**src/rtl/mem_port_arb_if.sv**
```systemverilog
// Bus bundle between the fetch stage, the load/store unit, the single-port
// memory and the arbiter that shares the memory between them.
interface mem_port_arb_if;
  // fetch side
  logic        if_req;
  logic [31:0] if_addr;
  logic        if_gnt;
  logic        if_rvalid;
  logic [31:0] if_rdata;
  logic        fetch_stall;
  // load/store side
  logic        ls_req;
  logic        ls_we;
  logic [3:0]  ls_be;
  logic [31:0] ls_addr;
  logic [31:0] ls_wdata;
  logic        ls_gnt;
  logic        ls_rvalid;
  logic [31:0] ls_rdata;
  // memory side
  logic        mem_en;
  logic        mem_we;
  logic [3:0]  mem_be;
  logic [31:0] mem_addr;
  logic [31:0] mem_dat_in;
  logic [31:0] mem_dat_out;

  // arbiter view
  modport slave (
    input  if_req, if_addr, ls_req, ls_we, ls_be, ls_addr, ls_wdata, mem_dat_out,
    output if_gnt, if_rvalid, if_rdata, fetch_stall,
    output ls_gnt, ls_rvalid, ls_rdata,
    output mem_en, mem_we, mem_be, mem_addr, mem_dat_in
  );

  // requester / memory view
  modport master (
    output if_req, if_addr, ls_req, ls_we, ls_be, ls_addr, ls_wdata, mem_dat_out,
    input  if_gnt, if_rvalid, if_rdata, fetch_stall,
    input  ls_gnt, ls_rvalid, ls_rdata,
    input  mem_en, mem_we, mem_be, mem_addr, mem_dat_in
  );
endinterface

```
**src/rtl/mem_port_arb.sv**
```systemverilog
// Single-port memory arbiter between instruction fetch and load/store.
// Load/store normally wins; after MAX_LS_STREAK consecutive load/store grants
// with fetch waiting, fetch is forced for one grant. In-flight reads are
// tracked through a MEM_LAT-deep tag pipe so each response returns to its
// owner in grant order.
module mem_port_arb #(
  parameter int MEM_LAT       = 1,
  parameter int MAX_LS_STREAK = 4
) (
  input  logic           clk,
  input  logic           rst,
  mem_port_arb_if.slave  bus
);

  typedef enum logic [0:0] {
    LS_PRI   = 1'b0,
    IF_FORCE = 1'b1
  } arb_state_t;

  localparam logic OWN_IF = 1'b0;
  localparam logic OWN_LS = 1'b1;
  localparam logic [3:0] STREAK_LIMIT = 4'(MAX_LS_STREAK);

  arb_state_t          state_r;
  arb_state_t          state_s;
  logic [3:0]          streak_r;
  logic [3:0]          streak_s;
  logic                if_gnt_s;
  logic                ls_gnt_s;
  logic                rd_issue_s;
  logic                rd_own_s;
  logic [MEM_LAT-1:0]  tag_vld_r;
  logic [MEM_LAT-1:0]  tag_own_r;
  logic                ret_vld_s;
  logic                if_rvalid_s;
  logic                ls_rvalid_s;
  logic [31:0]         if_rdata_r;
  logic [31:0]         ls_rdata_r;

  // Grant selection: the FSM state decides who wins when both request.
  always_comb begin
    if_gnt_s = 1'b0;
    ls_gnt_s = 1'b0;
    if (rst) begin
      if_gnt_s = 1'b0;
      ls_gnt_s = 1'b0;
    end else begin
      case (state_r)
        LS_PRI: begin
          ls_gnt_s = bus.ls_req;
          if_gnt_s = bus.if_req & ~bus.ls_req;
        end
        IF_FORCE: begin
          if_gnt_s = bus.if_req;
          ls_gnt_s = bus.ls_req & ~bus.if_req;
        end
        default: begin
          ls_gnt_s = bus.ls_req;
          if_gnt_s = bus.if_req & ~bus.ls_req;
        end
      endcase
    end
  end

  // Next state and load/store streak count while fetch is waiting.
  always_comb begin
    state_s  = state_r;
    streak_s = streak_r;
    case (state_r)
      LS_PRI: begin
        if (if_gnt_s || !bus.if_req) begin
          streak_s = 4'd0;
        end else if (ls_gnt_s) begin
          streak_s = (streak_r == 4'd15) ? 4'd15 : streak_r + 4'd1;
        end else begin
          streak_s = streak_r;
        end
        if (streak_s >= STREAK_LIMIT) begin
          state_s = IF_FORCE;
        end else begin
          state_s = LS_PRI;
        end
      end
      IF_FORCE: begin
        // one forced fetch grant, or fetch gave up: back to data priority
        if (if_gnt_s || !bus.if_req) begin
          state_s  = LS_PRI;
          streak_s = 4'd0;
        end else begin
          state_s  = IF_FORCE;
          streak_s = streak_r;
        end
      end
      default: begin
        state_s  = LS_PRI;
        streak_s = 4'd0;
      end
    endcase
  end

  // FSM state and streak counter registers.
  always_ff @(posedge clk) begin
    if (rst) begin
      state_r  <= LS_PRI;
      streak_r <= 4'd0;
    end else begin
      state_r  <= state_s;
      streak_r <= streak_s;
    end
  end

  // Memory strobe and payload mux for the granted requester.
  always_comb begin
    bus.mem_en     = 1'b0;
    bus.mem_we     = 1'b0;
    bus.mem_be     = 4'h0;
    bus.mem_addr   = 32'h0;
    bus.mem_dat_in = 32'h0;
    if (if_gnt_s) begin
      bus.mem_en     = 1'b1;
      bus.mem_we     = 1'b0;
      bus.mem_be     = 4'hF;
      bus.mem_addr   = bus.if_addr;
      bus.mem_dat_in = 32'h0;
    end else if (ls_gnt_s) begin
      bus.mem_en     = 1'b1;
      bus.mem_we     = bus.ls_we;
      bus.mem_be     = bus.ls_be;
      bus.mem_addr   = bus.ls_addr;
      bus.mem_dat_in = bus.ls_wdata;
    end else begin
      bus.mem_en     = 1'b0;
      bus.mem_we     = 1'b0;
      bus.mem_be     = 4'h0;
      bus.mem_addr   = 32'h0;
      bus.mem_dat_in = 32'h0;
    end
  end

  // Tag for the read issued this cycle; writes produce no response.
  always_comb begin
    rd_issue_s = if_gnt_s | (ls_gnt_s & ~bus.ls_we);
    rd_own_s   = OWN_IF;
    if (ls_gnt_s) begin
      rd_own_s = OWN_LS;
    end else begin
      rd_own_s = OWN_IF;
    end
  end

  // Tag pipe: one stage per cycle of memory read latency.
  always_ff @(posedge clk) begin
    if (rst) begin
      tag_vld_r <= '0;
      tag_own_r <= '0;
    end else begin
      tag_vld_r[0] <= rd_issue_s;
      tag_own_r[0] <= rd_issue_s ? rd_own_s : OWN_IF;
      for (int i = 1; i < MEM_LAT; i++) begin
        tag_vld_r[i] <= tag_vld_r[i-1];
        tag_own_r[i] <= tag_own_r[i-1];
      end
    end
  end

  // Response routing; reset suppresses any retiring response.
  always_comb begin
    ret_vld_s   = tag_vld_r[MEM_LAT-1] & ~rst;
    if_rvalid_s = ret_vld_s & (tag_own_r[MEM_LAT-1] == OWN_IF);
    ls_rvalid_s = ret_vld_s & (tag_own_r[MEM_LAT-1] == OWN_LS);
  end

  // Read data holding registers keep the last returned word.
  always_ff @(posedge clk) begin
    if (rst) begin
      if_rdata_r <= 32'h0;
      ls_rdata_r <= 32'h0;
    end else begin
      if (if_rvalid_s) begin
        if_rdata_r <= bus.mem_dat_out;
      end else begin
        if_rdata_r <= if_rdata_r;
      end
      if (ls_rvalid_s) begin
        ls_rdata_r <= bus.mem_dat_out;
      end else begin
        ls_rdata_r <= ls_rdata_r;
      end
    end
  end

  // Requester-facing outputs; the returning word bypasses the hold register.
  always_comb begin
    bus.if_gnt      = if_gnt_s;
    bus.ls_gnt      = ls_gnt_s;
    bus.fetch_stall = ~rst & bus.if_req & ~if_gnt_s;
    bus.if_rvalid   = if_rvalid_s;
    bus.ls_rvalid   = ls_rvalid_s;
    if (rst) begin
      bus.if_rdata = 32'h0;
      bus.ls_rdata = 32'h0;
    end else begin
      bus.if_rdata = if_rvalid_s ? bus.mem_dat_out : if_rdata_r;
      bus.ls_rdata = ls_rvalid_s ? bus.mem_dat_out : ls_rdata_r;
    end
  end

endmodule
```
**src/flat_wrapper.sv**
```systemverilog
// flat-port wrapper written by rule: the top's interface ports become plain ports
module mem_port_arb_flat 
#(
  parameter int MEM_LAT       = 1,
  parameter int MAX_LS_STREAK = 4
)
  (clk, rst, bus_if_req, bus_if_addr, bus_ls_req, bus_ls_we, bus_ls_be, bus_ls_addr, bus_ls_wdata, bus_mem_dat_out, bus_if_gnt, bus_if_rvalid, bus_if_rdata, bus_fetch_stall, bus_ls_gnt, bus_ls_rvalid, bus_ls_rdata, bus_mem_en, bus_mem_we, bus_mem_be, bus_mem_addr, bus_mem_dat_in);
  mem_port_arb_if bus_i ();
  input  logic clk;
  input  logic rst;
  input wire logic [$bits(bus_i.if_req)-1:0] bus_if_req;
  input wire logic [$bits(bus_i.if_addr)-1:0] bus_if_addr;
  input wire logic [$bits(bus_i.ls_req)-1:0] bus_ls_req;
  input wire logic [$bits(bus_i.ls_we)-1:0] bus_ls_we;
  input wire logic [$bits(bus_i.ls_be)-1:0] bus_ls_be;
  input wire logic [$bits(bus_i.ls_addr)-1:0] bus_ls_addr;
  input wire logic [$bits(bus_i.ls_wdata)-1:0] bus_ls_wdata;
  input wire logic [$bits(bus_i.mem_dat_out)-1:0] bus_mem_dat_out;
  output wire logic [$bits(bus_i.if_gnt)-1:0] bus_if_gnt;
  output wire logic [$bits(bus_i.if_rvalid)-1:0] bus_if_rvalid;
  output wire logic [$bits(bus_i.if_rdata)-1:0] bus_if_rdata;
  output wire logic [$bits(bus_i.fetch_stall)-1:0] bus_fetch_stall;
  output wire logic [$bits(bus_i.ls_gnt)-1:0] bus_ls_gnt;
  output wire logic [$bits(bus_i.ls_rvalid)-1:0] bus_ls_rvalid;
  output wire logic [$bits(bus_i.ls_rdata)-1:0] bus_ls_rdata;
  output wire logic [$bits(bus_i.mem_en)-1:0] bus_mem_en;
  output wire logic [$bits(bus_i.mem_we)-1:0] bus_mem_we;
  output wire logic [$bits(bus_i.mem_be)-1:0] bus_mem_be;
  output wire logic [$bits(bus_i.mem_addr)-1:0] bus_mem_addr;
  output wire logic [$bits(bus_i.mem_dat_in)-1:0] bus_mem_dat_in;
  assign bus_i.if_req = bus_if_req;
  assign bus_i.if_addr = bus_if_addr;
  assign bus_i.ls_req = bus_ls_req;
  assign bus_i.ls_we = bus_ls_we;
  assign bus_i.ls_be = bus_ls_be;
  assign bus_i.ls_addr = bus_ls_addr;
  assign bus_i.ls_wdata = bus_ls_wdata;
  assign bus_i.mem_dat_out = bus_mem_dat_out;
  assign bus_if_gnt = bus_i.if_gnt;
  assign bus_if_rvalid = bus_i.if_rvalid;
  assign bus_if_rdata = bus_i.if_rdata;
  assign bus_fetch_stall = bus_i.fetch_stall;
  assign bus_ls_gnt = bus_i.ls_gnt;
  assign bus_ls_rvalid = bus_i.ls_rvalid;
  assign bus_ls_rdata = bus_i.ls_rdata;
  assign bus_mem_en = bus_i.mem_en;
  assign bus_mem_we = bus_i.mem_we;
  assign bus_mem_be = bus_i.mem_be;
  assign bus_mem_addr = bus_i.mem_addr;
  assign bus_mem_dat_in = bus_i.mem_dat_in;
  mem_port_arb #(.MEM_LAT(MEM_LAT), .MAX_LS_STREAK(MAX_LS_STREAK)) u_core (.clk(clk), .rst(rst), .bus(bus_i));
endmodule
```
**config.mk**
```make
export PLATFORM = sky130hd
export DESIGN_NAME = mem_port_arb_flat
export DESIGN_NICKNAME = d
export VERILOG_FILES = /design/src/rtl/mem_port_arb_if.sv /design/src/rtl/mem_port_arb.sv /design/src/flat_wrapper.sv
export SDC_FILE = /design/constraint.sdc
export NUM_CORES = 1
export LEC_CHECK = 0
export ABC_AREA = 1
export CORE_AREA = 2 2 107 109
export CTS_CLUSTER_DIAMETER = 80
export CTS_CLUSTER_SIZE = 20
export DETAILED_ROUTE_END_ITERATION = 6
export DIE_AREA = 0 0 109 111
export PLACE_DENSITY_LB_ADDON = 0.08
export SYNTH_ARGS = -nofsm -noshare
export SYNTH_HDL_FRONTEND = slang
export SYNTH_SLANG_ARGS = --single-unit
```
**constraint.sdc**
```tcl
create_clock -name clk -period 1.85 [get_ports clk]
set_input_delay 0.555 -clock clk [delete_from_list [all_inputs] [get_ports clk]]
set_output_delay 0.555 -clock clk [all_outputs]
set_load 0.02 [all_outputs]
```
==> results.sh, run 1 <==
export IMPL_critical_path_top_delay_family="buffers and inverters"
export IMPL_final_setup_viol_count=139
export IMPL_finalWirelength_microns=18400
export IMPL_clk_root_buffer_cell="clkbuf_16"
export IMPL_critical_path_max_stage_delay_ns=0.26
export IMPL_fillers=636
export IMPL_critPathSlowestCell="a22o_4"
export IMPL_initial_core_util_pct=29.0
export IMPL_cap_viol_max_count=0
export IMPL_die_width_microns=109
export IMPL_hpwlAfterDp_microns=11100
export IMPL_globalRouteTotalUtil_pct=27.3
export IMPL_max_clock_freq_ghz=0.450
export IMPL_syn_inst=455
export IMPL_areaGrowthSynthToFinish_pct=187
export IMPL_max_slew_margin_rel_pct=80.9
export IMPL_rsz0062_at_grt="yes"
export IMPL_clkSlewWorstSetupHoldPaths_ns=0.05
export IMPL_pwr_share_comb_pct=31.4
export IMPL_drive_gt1_share_pct=53.2
export IMPL_clock_tree_htree_level_count=3
export IMPL_first_global_vias=4685
export IMPL_cp_max_fo=6
export IMPL_layout_cells_most_common="buf_6"
export IMPL_distinct_cells_synth=17
export IMPL_critical_path_required_ns=1.29
export IMPL_numCtsBuffers=9
export IMPL_ys_ff_latch=71
export IMPL_worst_path_stages=10
export IMPL_critPathMostFrequentCell="buf_6"
export IMPL_total_of_hold_buffers_inserted_after_clock_tree_synthesis=0
export IMPL_grt_pass1_wl_microns=25300
export IMPL_final_period_minus_worst_setup_slack_ns=2.22
export IMPL_setup_tns_final_ns=-38.46
export IMPL_synth_largest_area_cell="dfxtp_1"
export IMPL_number_of_drc_markers_in_iteration_0=283
export IMPL_synthDominantCellAreaShare_pct=44.2
export IMPL_post_drt_via_cell_ratio=4.79
export IMPL_critical_path_buf_inv_count=7
export IMPL_final_net_count=950
export IMPL_tightest_slew_ns=0.286
export IMPL_status="finished, violations left"
export IMPL_p_leak_uw=0.00406
export IMPL_ys_top_cells_by_area="dfxtp_1 (44%), nand2_1 (17%), a22o_1 (8.7%), o21ai_0 (8.3%), inv_1 (5.0%)"
export IMPL_reg2reg_setup_slack_ns=-0.16
export IMPL_report_final_hold_viol_count=0
export IMPL_floorplan_rows=39
export IMPL_io_pins=276
export IMPL_route_detailed_drc=0
export IMPL_synthesis_nets=593
export IMPL_power_sequential_fraction_pct=32.3
export IMPL_wl_per_cell_microns=19.1
export IMPL_grt_start_max_net_pins=35
export IMPL_sw_frac_of_total_pct=27.4
export IMPL_post_synth_cell_area_avg_sq_um=7.06
export IMPL_reg2regPathDepth=13
export IMPL_power_share_clock_pct=36.3
export IMPL_die_area_sq_mm=0.0121
export IMPL_drtPass1Iterations=4
export IMPL_ant_nets=0
export IMPL_routability_cong=0.803
export IMPL_powerDensity_mw_per_mm2=537
export IMPL_synthesis_yosys_warnings=0
export IMPL_synthFlopType="dfxtp_1"
export IMPL_post_route_worst_setup_slack_ns=-0.373
export IMPL_worstHoldPathType="reg2reg"
export IMPL_asyncSetResetFlopFracSynth_pct=0
export IMPL_chipHeight_microns=111
export IMPL_path_class="in2out"
export IMPL_tritoncts="built"
export IMPL_finalPower_uw=4960
export IMPL_violations="negative setup slack"
export IMPL_layout_cells_most_common_list="buf_6 (151), clkdlybuf4s50_1 (133), nand2_1 (107), dfxtp_1 (69), o21ai_4 (48)"
export IMPL_insertedDiodeCount=0
export IMPL_floorplan_core_area_sq_mm=0.0111
export IMPL_cell_internal_power_uw=3600
export IMPL_finClkSkew_ns=0.00519
export IMPL_setup_worst_path_start_class="input port"
export IMPL_grt_ovfl_total=0
export IMPL_synth_edff_count=0
export IMPL_endpoint_kind="output pin"
export IMPL_cell_area_after_synthesis_sq_mm=0.00321
export IMPL_drv_slew=0
export IMPL_clock_sink_count=71
export IMPL_total_switching_power_uw=1360
export IMPL_clk_insertion_delay_late_ns=0.33
export IMPL_clockBufferDepth=2
export IMPL_route_vias_total=4599
export IMPL_vdd_drop_max_mv=0.482
export IMPL_initial_antenna_violation_count=0
export IMPL_arrival_ns=1.67
export IMPL_tcrit_tclk_final_pct=120
export IMPL_crit_path_cell_trace="buf_8, inv_8, buf_6, nand2_4, nor2_4, buf_6, buf_6, buf_8, a22o_4, buf_6"
export IMPL_timing_hold_worst_path_depth=2
export IMPL_numPortBuffers=275
export IMPL_yosysSeqAreaShare_pct=44.2
[synthesized netlist by cell type (5+ instances only)]
| library cell | instances |
|---|---|
| o21ai_1 | 16 |
| dfxtp_1 | 71 |
| a22o_1 | 32 |
| nand3_1 | 5 |
| inv_1 | 43 |
| clkbuf_1 | 5 |
| a21oi_1 | 6 |
| buf_4 | 7 |
| nand2_1 | 148 |
| buf_2 | 15 |
| o21ai_0 | 53 |
| nor2_1 | 43 |
[per-stage QoR]
stage          setup slack, ns  hold slack (ns)  instance area, sq um  instances  util (%)
2_1_floorplan          -0.0873            0.451                  4060        455         -
5_1_grt                 -0.404            0.496                  9240        960      83.4
3_5_place_dp             -1.22            0.465                  7050        872      63.6
6_report                -0.373            0.481                  9240        960      83.4
4_1_cts                 -0.355            0.467                  8370        937      75.6
3_3_place_gp             -1.22            0.462                  7050        872      63.6
[tightest hold or removal path, cell delays in order (launching register included)]
cell and delay, ns:
dfxtp_1 0.29, nand2_1 0.07, o21ai_2 0.07
[power groups by stage]
stage / Combinational, uW / Sequential, uW / Clock [uW]
6_report: 1560 / 1600 / 1800
5_1_grt: 1620 / 1600 / 1880
4_1_cts: 1370 / 1600 / 1800
3_5_place_dp: 1160 / 1630 / 0
3_3_place_gp: 1150 / 1630 / 0
2_1_floorplan: 509 / 1630 / 0
[registers in the layout, indices dropped and copies added (netlist names)]
register and flops:
u_core.tag_vld_r 1, u_core.tag_own_r 1, u_core.if_rdata_r 32, u_core.state_r 1, u_core.ls_rdata_r 32, u_core.streak_r 4
[kinds of logic after synthesis]
family                     synth area share, %
and+or+nand+nor                           23.7
buffers and inverters                     11.3
AOI/OAI and AO/OA                         20.4
adders and majority gates                0.389
DFF                                       44.2
[final timing paths]
check	startpoint	end
setup / recovery	rst	bus_mem_addr[30]
setup reg to reg	u_core.tag_vld_r	u_core.if_rdata_r[29]
hold / removal	u_core.if_rdata_r[0]	u_core.if_rdata_r[0]
hold reg to reg	u_core.if_rdata_r[0]	u_core.if_rdata_r[0]
[layer usage]
metal	track usage [%]	part of all wire, %
met3	7.58	6.8
met5	0	0
met2	49.6	55
met1	29.0	35
met4	11.0	3.1
[layout make-up]
| class | count | area [sq um] | area share (%) |
|---|---|---|---|
| timing repair buffer | 377 | 4440 | 48.1 |
| multi-input combinational | 307 | 2690 | 29.1 |
| sequential | 71 | 1420 | 15.4 |
| clock buffer | 13 | 270 | 2.93 |
| inverter | 46 | 195 | 2.11 |
| tap | 143 | 179 | 1.94 |
| clock inverter | 3 | 40.0 | 0.433 |
[timing repair]
action                     CTS  global route
pin swaps                   24            17
gates cloned                16             8
setup endpoints to repair  140           140
gates resized for setup    836           154
buffers inserted            33            17
No activity file was read; power rests on OpenSTA's default activity.
==> inputs of run 2 (changes only) <==
==> constraint.sdc (replaced) <==
create_clock -name clk -period 1.85 [get_ports clk]
set_input_delay 0.37 -clock clk [delete_from_list [all_inputs] [get_ports clk]]
set_output_delay 0.37 -clock clk [all_outputs]
set_load 0.02 [all_outputs]
==> results.sh, run 2 (synthesized netlist as in run 1, its figures left out) <==
export IMPL_route_detailed_drc=0
export IMPL_hpwlAfterDp_microns=9820
export IMPL_clock_tree_htree_level_count=3
export IMPL_critical_path_max_stage_delay_ns=0.33
export IMPL_grt_pass1_wl_microns=22400
export IMPL_pre_cts_ws_ns=-0.813
export IMPL_clkSlewWorstSetupHoldPaths_ns=0.07
export IMPL_powerDensity_mw_per_mm2=604
export IMPL_tcrit_tclk_final_pct=102
export IMPL_status="finished, violations left"
export IMPL_die_area_sq_mm=0.0121
export IMPL_finalWirelength_microns=16200
export IMPL_p_leak_uw=0.00375
export IMPL_number_of_drc_markers_in_iteration_0=152
export IMPL_ant_nets=0
export IMPL_reg_largest_list="u_core.if_rdata_r: 32 flops, u_core.ls_rdata_r: 32 flops, u_core.streak_r: 4 flops"
export IMPL_wl_per_cell_microns=17.4
export IMPL_power_sequential_fraction_pct=32.6
export IMPL_finalPower_uw=4900
export IMPL_sw_frac_of_total_pct=26.4
export IMPL_grt_start_max_net_pins=35
export IMPL_cell_internal_power_uw=3610
export IMPL_tritoncts="built"
export IMPL_critPathMostFrequentCell="buf_12"
export IMPL_reg2reg_setup_slack_ns=0.03
export IMPL_path_class="reg2out"
export IMPL_grt_ovfl_total=0
export IMPL_max_slew_margin_rel_pct=83.9
export IMPL_finClkSkew_ns=0.0105
export IMPL_final_net_count=921
export IMPL_floorplan_rows=39
export IMPL_min_from="u_core.ls_rdata_r[16]"
export IMPL_crit_path_cell_trace="nand2_4, nor2_4, buf_12, buf_12, clkbuf_16, o21ai_4, buf_6"
export IMPL_clk_insertion_delay_late_ns=0.33
export IMPL_power_share_clock_pct=41.3
export IMPL_io_pins=276
export IMPL_initial_antenna_violation_count=0
export IMPL_route_vias_total=4347
export IMPL_setup_worst_path_start_class="register"
export IMPL_cap_viol_max_count=0
export IMPL_final_period_minus_worst_setup_slack_ns=1.89
export IMPL_critical_path_reg2reg_startpoint="u_core.tag_vld_r"
export IMPL_area_of_the_multi_input_gates_sq_mm=0.00221
export IMPL_worstHoldPathType="reg2reg"
export IMPL_globalRouteTotalUtil_pct=23.8
export IMPL_drv_slew=0
export IMPL_final_setup_viol_count=30
export IMPL_reg2regPathDepth=12
export IMPL_layout_cells_most_common_list="clkdlybuf4s50_1 (133), nand2_1 (107), buf_6 (102), dfxtp_1 (68), buf_4 (45)"
export IMPL_total_switching_power_uw=1290
export IMPL_timing_hold_worst_path_depth=2
export IMPL_routability_cong=0.786
export IMPL_violations="negative setup slack"
export IMPL_initial_core_util_pct=29.0
export IMPL_clk_root_buffer_cell="clkbuf_16"
export IMPL_fillers=806
export IMPL_arrival_ns=1.52
export IMPL_clockBufferDepth=2
export IMPL_post_drt_via_cell_ratio=4.67
export IMPL_rsz0062_at_grt="yes"
export IMPL_pwr_share_comb_pct=26.1
export IMPL_max_clock_freq_ghz=0.529
export IMPL_numPortBuffers=275
export IMPL_critPathSlowestCell="dfxtp_2"
export IMPL_vdd_drop_max_mv=0.701
export IMPL_cp_max_fo=6
export IMPL_rr_endpoint="u_core.if_rdata_r[13]"
export IMPL_insertedDiodeCount=0
export IMPL_first_global_vias=4367
export IMPL_tightest_slew_ns=0.241
export IMPL_numCtsBuffers=9
export IMPL_die_width_microns=109
export IMPL_drtPass1Iterations=4
export IMPL_clock_sink_count=71
export IMPL_areaGrowthSynthToFinish_pct=152
export IMPL_report_final_hold_viol_count=0
export IMPL_layout_cells_most_common="clkdlybuf4s50_1"
export IMPL_final_seq_area_sq_mm=0.00143
export IMPL_floorplan_core_area_sq_mm=0.0111
export IMPL_hold_end="u_core.ls_rdata_r[16]"
export IMPL_endpoint_kind="output pin"
export IMPL_critical_path_required_ns=1.48
export IMPL_post_route_worst_setup_slack_ns=-0.0400
export IMPL_drive_gt1_share_pct=44.5
export IMPL_chipHeight_microns=111
## run 2: area by class of cell
class                      count  area share, %
sequential                    71           17.6
tap                          143           2.21
timing repair buffer         348           46.5
clock buffer                  10           2.82
inverter                      46           2.31
multi-input combinational    307           27.2
clock inverter                 6           1.42
## run 2: worst max-delay path, delay by kind of cell (launching register included)
kind | cells | cell delay, ns
buf+inv | 4 | 0.60
flops | 1 | 0.33
compound gates | 1 | 0.06
simple gates | 2 | 0.19
## run 2: repair_timing
item / 4_1_cts / 5_1_grt
pin swaps: 8 / 10
hold buffers: 0 / 0
setup buffers: 21 / 13
resized for setup: 855 / 197
endpoints found under the setup margin: 139 / 112
gates cloned: 12 / 7
## run 2: worst max path at each step
stage	endpoint	cells after the start	from
finish	bus_if_rdata[17]	7	u_core.tag_vld_r
global route	bus_ls_rdata[5]	7	u_core.tag_own_r
CTS	bus_mem_addr[6]	8	u_core.state_r
detailed placement	bus_mem_dat_in[31]	7	bus_if_req
global placement	bus_ls_rdata[28]	8	rst
floorplan	bus_ls_rdata[10]	5	rst
## run 2: per-stage QoR
| step | hold WS (ns) | util [%] | std cells | area [sq um] | TNS (ns) |
|---|---|---|---|---|---|
| after floorplan | 0.439 | - | 455 | 3210 | 0 |
| final | 0.482 | 73.2 | 931 | 8110 | -0.518 |
| after detailed placement | 0.470 | 56.4 | 866 | 6250 | -102.73 |
| after global placement | 0.464 | 56.4 | 866 | 6250 | -100.70 |
| after CTS | 0.475 | 64.8 | 914 | 7170 | -1.92 |
| after global routing | 0.487 | 73.2 | 931 | 8110 | -3.28 |
## run 2: per-layer routing
layer / vias up / track usage, % / part of all wire [%]
li1: 2123 / - / -
met1: 2026 / 25.0 / 37
met2: 169 / 45.2 / 53
met3: 29 / 6.23 / 7.4
met4: 0 / 6.84 / 2.3
met5: - / 0 / 0
## run 2: power groups by stage
stage	Combinational (uW)	Clock, uW	Sequential, uW
after global placement	1020	0	1630
after floorplan	385	0	1630
after CTS	1150	2040	1600
final	1280	2020	1600
after global routing	1350	2120	1600
after detailed placement	1030	0	1630
==> inputs of run 3 (changes only) <==
ABC_AREA = default   (was 1)
CAP_MARGIN = 10   (was default)
CORE_AREA = 2 2 108 110   (was 2 2 107 109)
DIE_AREA = 0 0 110 112   (was 0 0 109 111)
==> results.sh, run 3 <==
export IMPL_yosysMostFrequentCell="nand2_1"
export IMPL_die_width_microns=110
export IMPL_syn_inst=398
export IMPL_synth_edff_count=0
export IMPL_report_final_hold_viol_count=0
export IMPL_drv_slew=0
export IMPL_io_pins=276
export IMPL_floorplan_rows=39
export IMPL_route_detailed_drc=0
export IMPL_finish_utilization_pct=73.9
export IMPL_number_of_drc_markers_in_iteration_0=186
export IMPL_hpwlAfterDp_microns=10000
export IMPL_grt_ovfl_total=0
export IMPL_fillers=765
export IMPL_chipHeight_microns=112
export IMPL_drtPass1Iterations=5
export IMPL_critical_path_top_delay_family="buffers and inverters"
export IMPL_post_synth_cell_area_avg_sq_um=8.26
export IMPL_pwr_share_comb_pct=26.3
export IMPL_status="finished, violations left"
export IMPL_critPathSlowestCell="dfxtp_2"
export IMPL_tcrit_tclk_final_pct=107
export IMPL_minimum_hold_slack_ns=0.480
export IMPL_post_route_worst_setup_slack_ns=-0.135
export IMPL_power_sequential_fraction_pct=34.1
export IMPL_critPathMostFrequentCell="buf_6"
export IMPL_ys_ff_latch=71
export IMPL_insertedDiodeCount=0
export IMPL_pre_cts_ws_ns=-0.881
export IMPL_routability_cong=0.894
export IMPL_total_switching_power_uw=1180
export IMPL_initial_antenna_violation_count=0
export IMPL_final_seq_area_sq_mm=0.00143
export IMPL_synthDominantCellAreaShare_pct=43.2
export IMPL_sw_frac_of_total_pct=25.4
export IMPL_endpoint_kind="output pin"
export IMPL_reg_largest_list="u_core.if_rdata_r: 32 flops, u_core.ls_rdata_r: 32 flops, u_core.streak_r: 4 flops"
export IMPL_critical_path_buf_inv_count=5
export IMPL_clock_tree_htree_level_count=3
export IMPL_post_drt_via_cell_ratio=4.85
export IMPL_areaGrowthSynthToFinish_pct=151
export IMPL_floorplan_core_area_sq_mm=0.0112
export IMPL_setup_worst_path_start_class="register"
export IMPL_layout_cells_most_common_list="clkdlybuf4s50_1 (133), buf_6 (115), buf_4 (68), dfxtp_1 (68), nand2_4 (50)"
export IMPL_numPortBuffers=275
export IMPL_clkSlewWorstSetupHoldPaths_ns=0.05
export IMPL_finalWirelength_microns=16800
export IMPL_critical_path_max_stage_delay_ns=0.32
export IMPL_wl_per_cell_microns=18.7
export IMPL_ant_nets=0
export IMPL_synthesis_yosys_warnings=0
export IMPL_synth_largest_area_cell="dfxtp_1"
export IMPL_power_share_clock_pct=39.7
export IMPL_worstHoldPathType="reg2reg"
export IMPL_finClkSkew_ns=0.00872
export IMPL_setup_tns_final_ns=-4.44
export IMPL_cap_viol_max_count=0
export IMPL_synth_cells_most_frequent="nand2_1 (97), dfxtp_1 (71), nand3b_1 (34)"
export IMPL_powerDensity_mw_per_mm2=565
export IMPL_rsz0062_at_grt="yes"
export IMPL_path_class="reg2out"
export IMPL_cp_max_fo=6
export IMPL_tightest_slew_ns=0.228
export IMPL_grt_start_max_net_pins=36
export IMPL_asyncSetResetFlopFracSynth_pct=0
export IMPL_clockBufferDepth=2
export IMPL_final_period_minus_worst_setup_slack_ns=1.99
export IMPL_tritoncts="built"
export IMPL_yosysSeqAreaShare_pct=43.2
export IMPL_post_place_cells=817
export IMPL_area_of_the_multi_input_gates_sq_mm=0.00238
export IMPL_clk_insertion_delay_late_ns=0.33
export IMPL_first_global_vias=4382
export IMPL_reg2reg_setup_slack_ns=-0.02
export IMPL_ys_top_cells_by_area="dfxtp_1 (43%), nand2_1 (11%), a22o_1 (8.5%), nand3b_1 (7.8%), and3_1 (6.3%)"
export IMPL_clock_sink_count=71
export IMPL_finish_cell_count_without_fillers=901
export IMPL_synthFlopType="dfxtp_1"
export IMPL_min_from="u_core.streak_r[0]"
export IMPL_final_setup_viol_count=87
export IMPL_clk_root_buffer_cell="clkbuf_16"
export IMPL_final_net_count=892
export IMPL_violations="negative setup slack"
export IMPL_drive_gt1_share_pct=50.7
export IMPL_p_leak_uw=0.00396
export IMPL_max_clock_freq_ghz=0.504
export IMPL_initial_core_util_pct=29.4
export IMPL_crit_path_cell_trace="nor3b_4, buf_6, clkbuf_16, buf_12, buf_6, o21ai_4, buf_6"
export IMPL_globalRouteTotalUtil_pct=24.3
export IMPL_cell_area_after_synthesis_sq_mm=0.00329
export IMPL_startpoint="u_core.tag_vld_r"
export IMPL_synthesis_nets=536
export IMPL_route_vias_total=4371
export IMPL_die_area_sq_mm=0.0123
export IMPL_cell_internal_power_uw=3480
export IMPL_arrival_ns=1.62
export IMPL_critical_path_required_ns=1.48
export IMPL_critical_path_reg2reg_startpoint="u_core.tag_vld_r"
export IMPL_max_slew_margin_rel_pct=84.6
export IMPL_numCtsBuffers=9
export IMPL_layout_cells_most_common="clkdlybuf4s50_1"
export IMPL_grt_pass1_wl_microns=23200
export IMPL_vdd_drop_max_mv=0.491
export IMPL_distinct_cells_synth=29
## run 3: power groups by stage
| stage | clock, uW | combinational (uW) | sequential (uW) |
|---|---|---|---|
| after floorplan | 0 | 366 | 1620 |
| after global routing | 1960 | 1290 | 1590 |
| after global placement | 0 | 978 | 1620 |
| after detailed placement | 0 | 979 | 1620 |
| final | 1850 | 1230 | 1590 |
| after CTS | 1880 | 1140 | 1590 |
## run 3: worst paths after layout
kind                                              end  cells past startpoint
worst max-delay path                 bus_if_rdata[29]                      7
worst min-delay path               u_core.streak_r[0]                      1
worst max register to register  u_core.if_rdata_r[23]                     11
worst min register to register     u_core.streak_r[0]                      1
## run 3: routing by layer
| metal | up-vias | GRT usage [%] | part of all wire [%] |
|---|---|---|---|
| li1 | 2086 | - | - |
| met4 | 0 | 6.08 | 2.0 |
| met2 | 187 | 42.6 | 52 |
| met1 | 2067 | 28.8 | 38 |
| met3 | 31 | 6.79 | 7.6 |
| met5 | - | 0 | 0 |
## run 3: cells by family (layout without fill, tap and decap cells)
kind of cell,count (synthesis),count (layout),share of synthesized area (%)
AOI/OAI and AO/OA,78,78,16.5
DFF,71,71,43.2
adders and majority gates,1,1,0.380
buffers and inverters,39,399,6.05
and+or+nand+nor,209,209,33.8
## run 3: final cells by class
type                    count  area share, %
inverters                   4          0.212
clock buffers              10           2.89
well taps                 143           2.17
flip-flops and latches     71           17.3
multi-input cells         288           28.9
repair buffers            380           47.6
clock inverters             5          0.985
## run 3: what timing repair did
item                       in CTS  in global routing
hold buffers                    0                  0
buffers inserted               32                 28
pin swaps                      14                 62
setup endpoints to repair     139                136
cloned                         12                  8
resized for setup             746                271
## run 3: metrics by stage
step | total power (uW) | cell area, sq um
floorplan | 1980 | 3290
global placement | 2600 | 6370
detailed placement | 2600 | 6370
CTS | 4610 | 7460
global route | 4840 | 8260
finish | 4670 | 8260
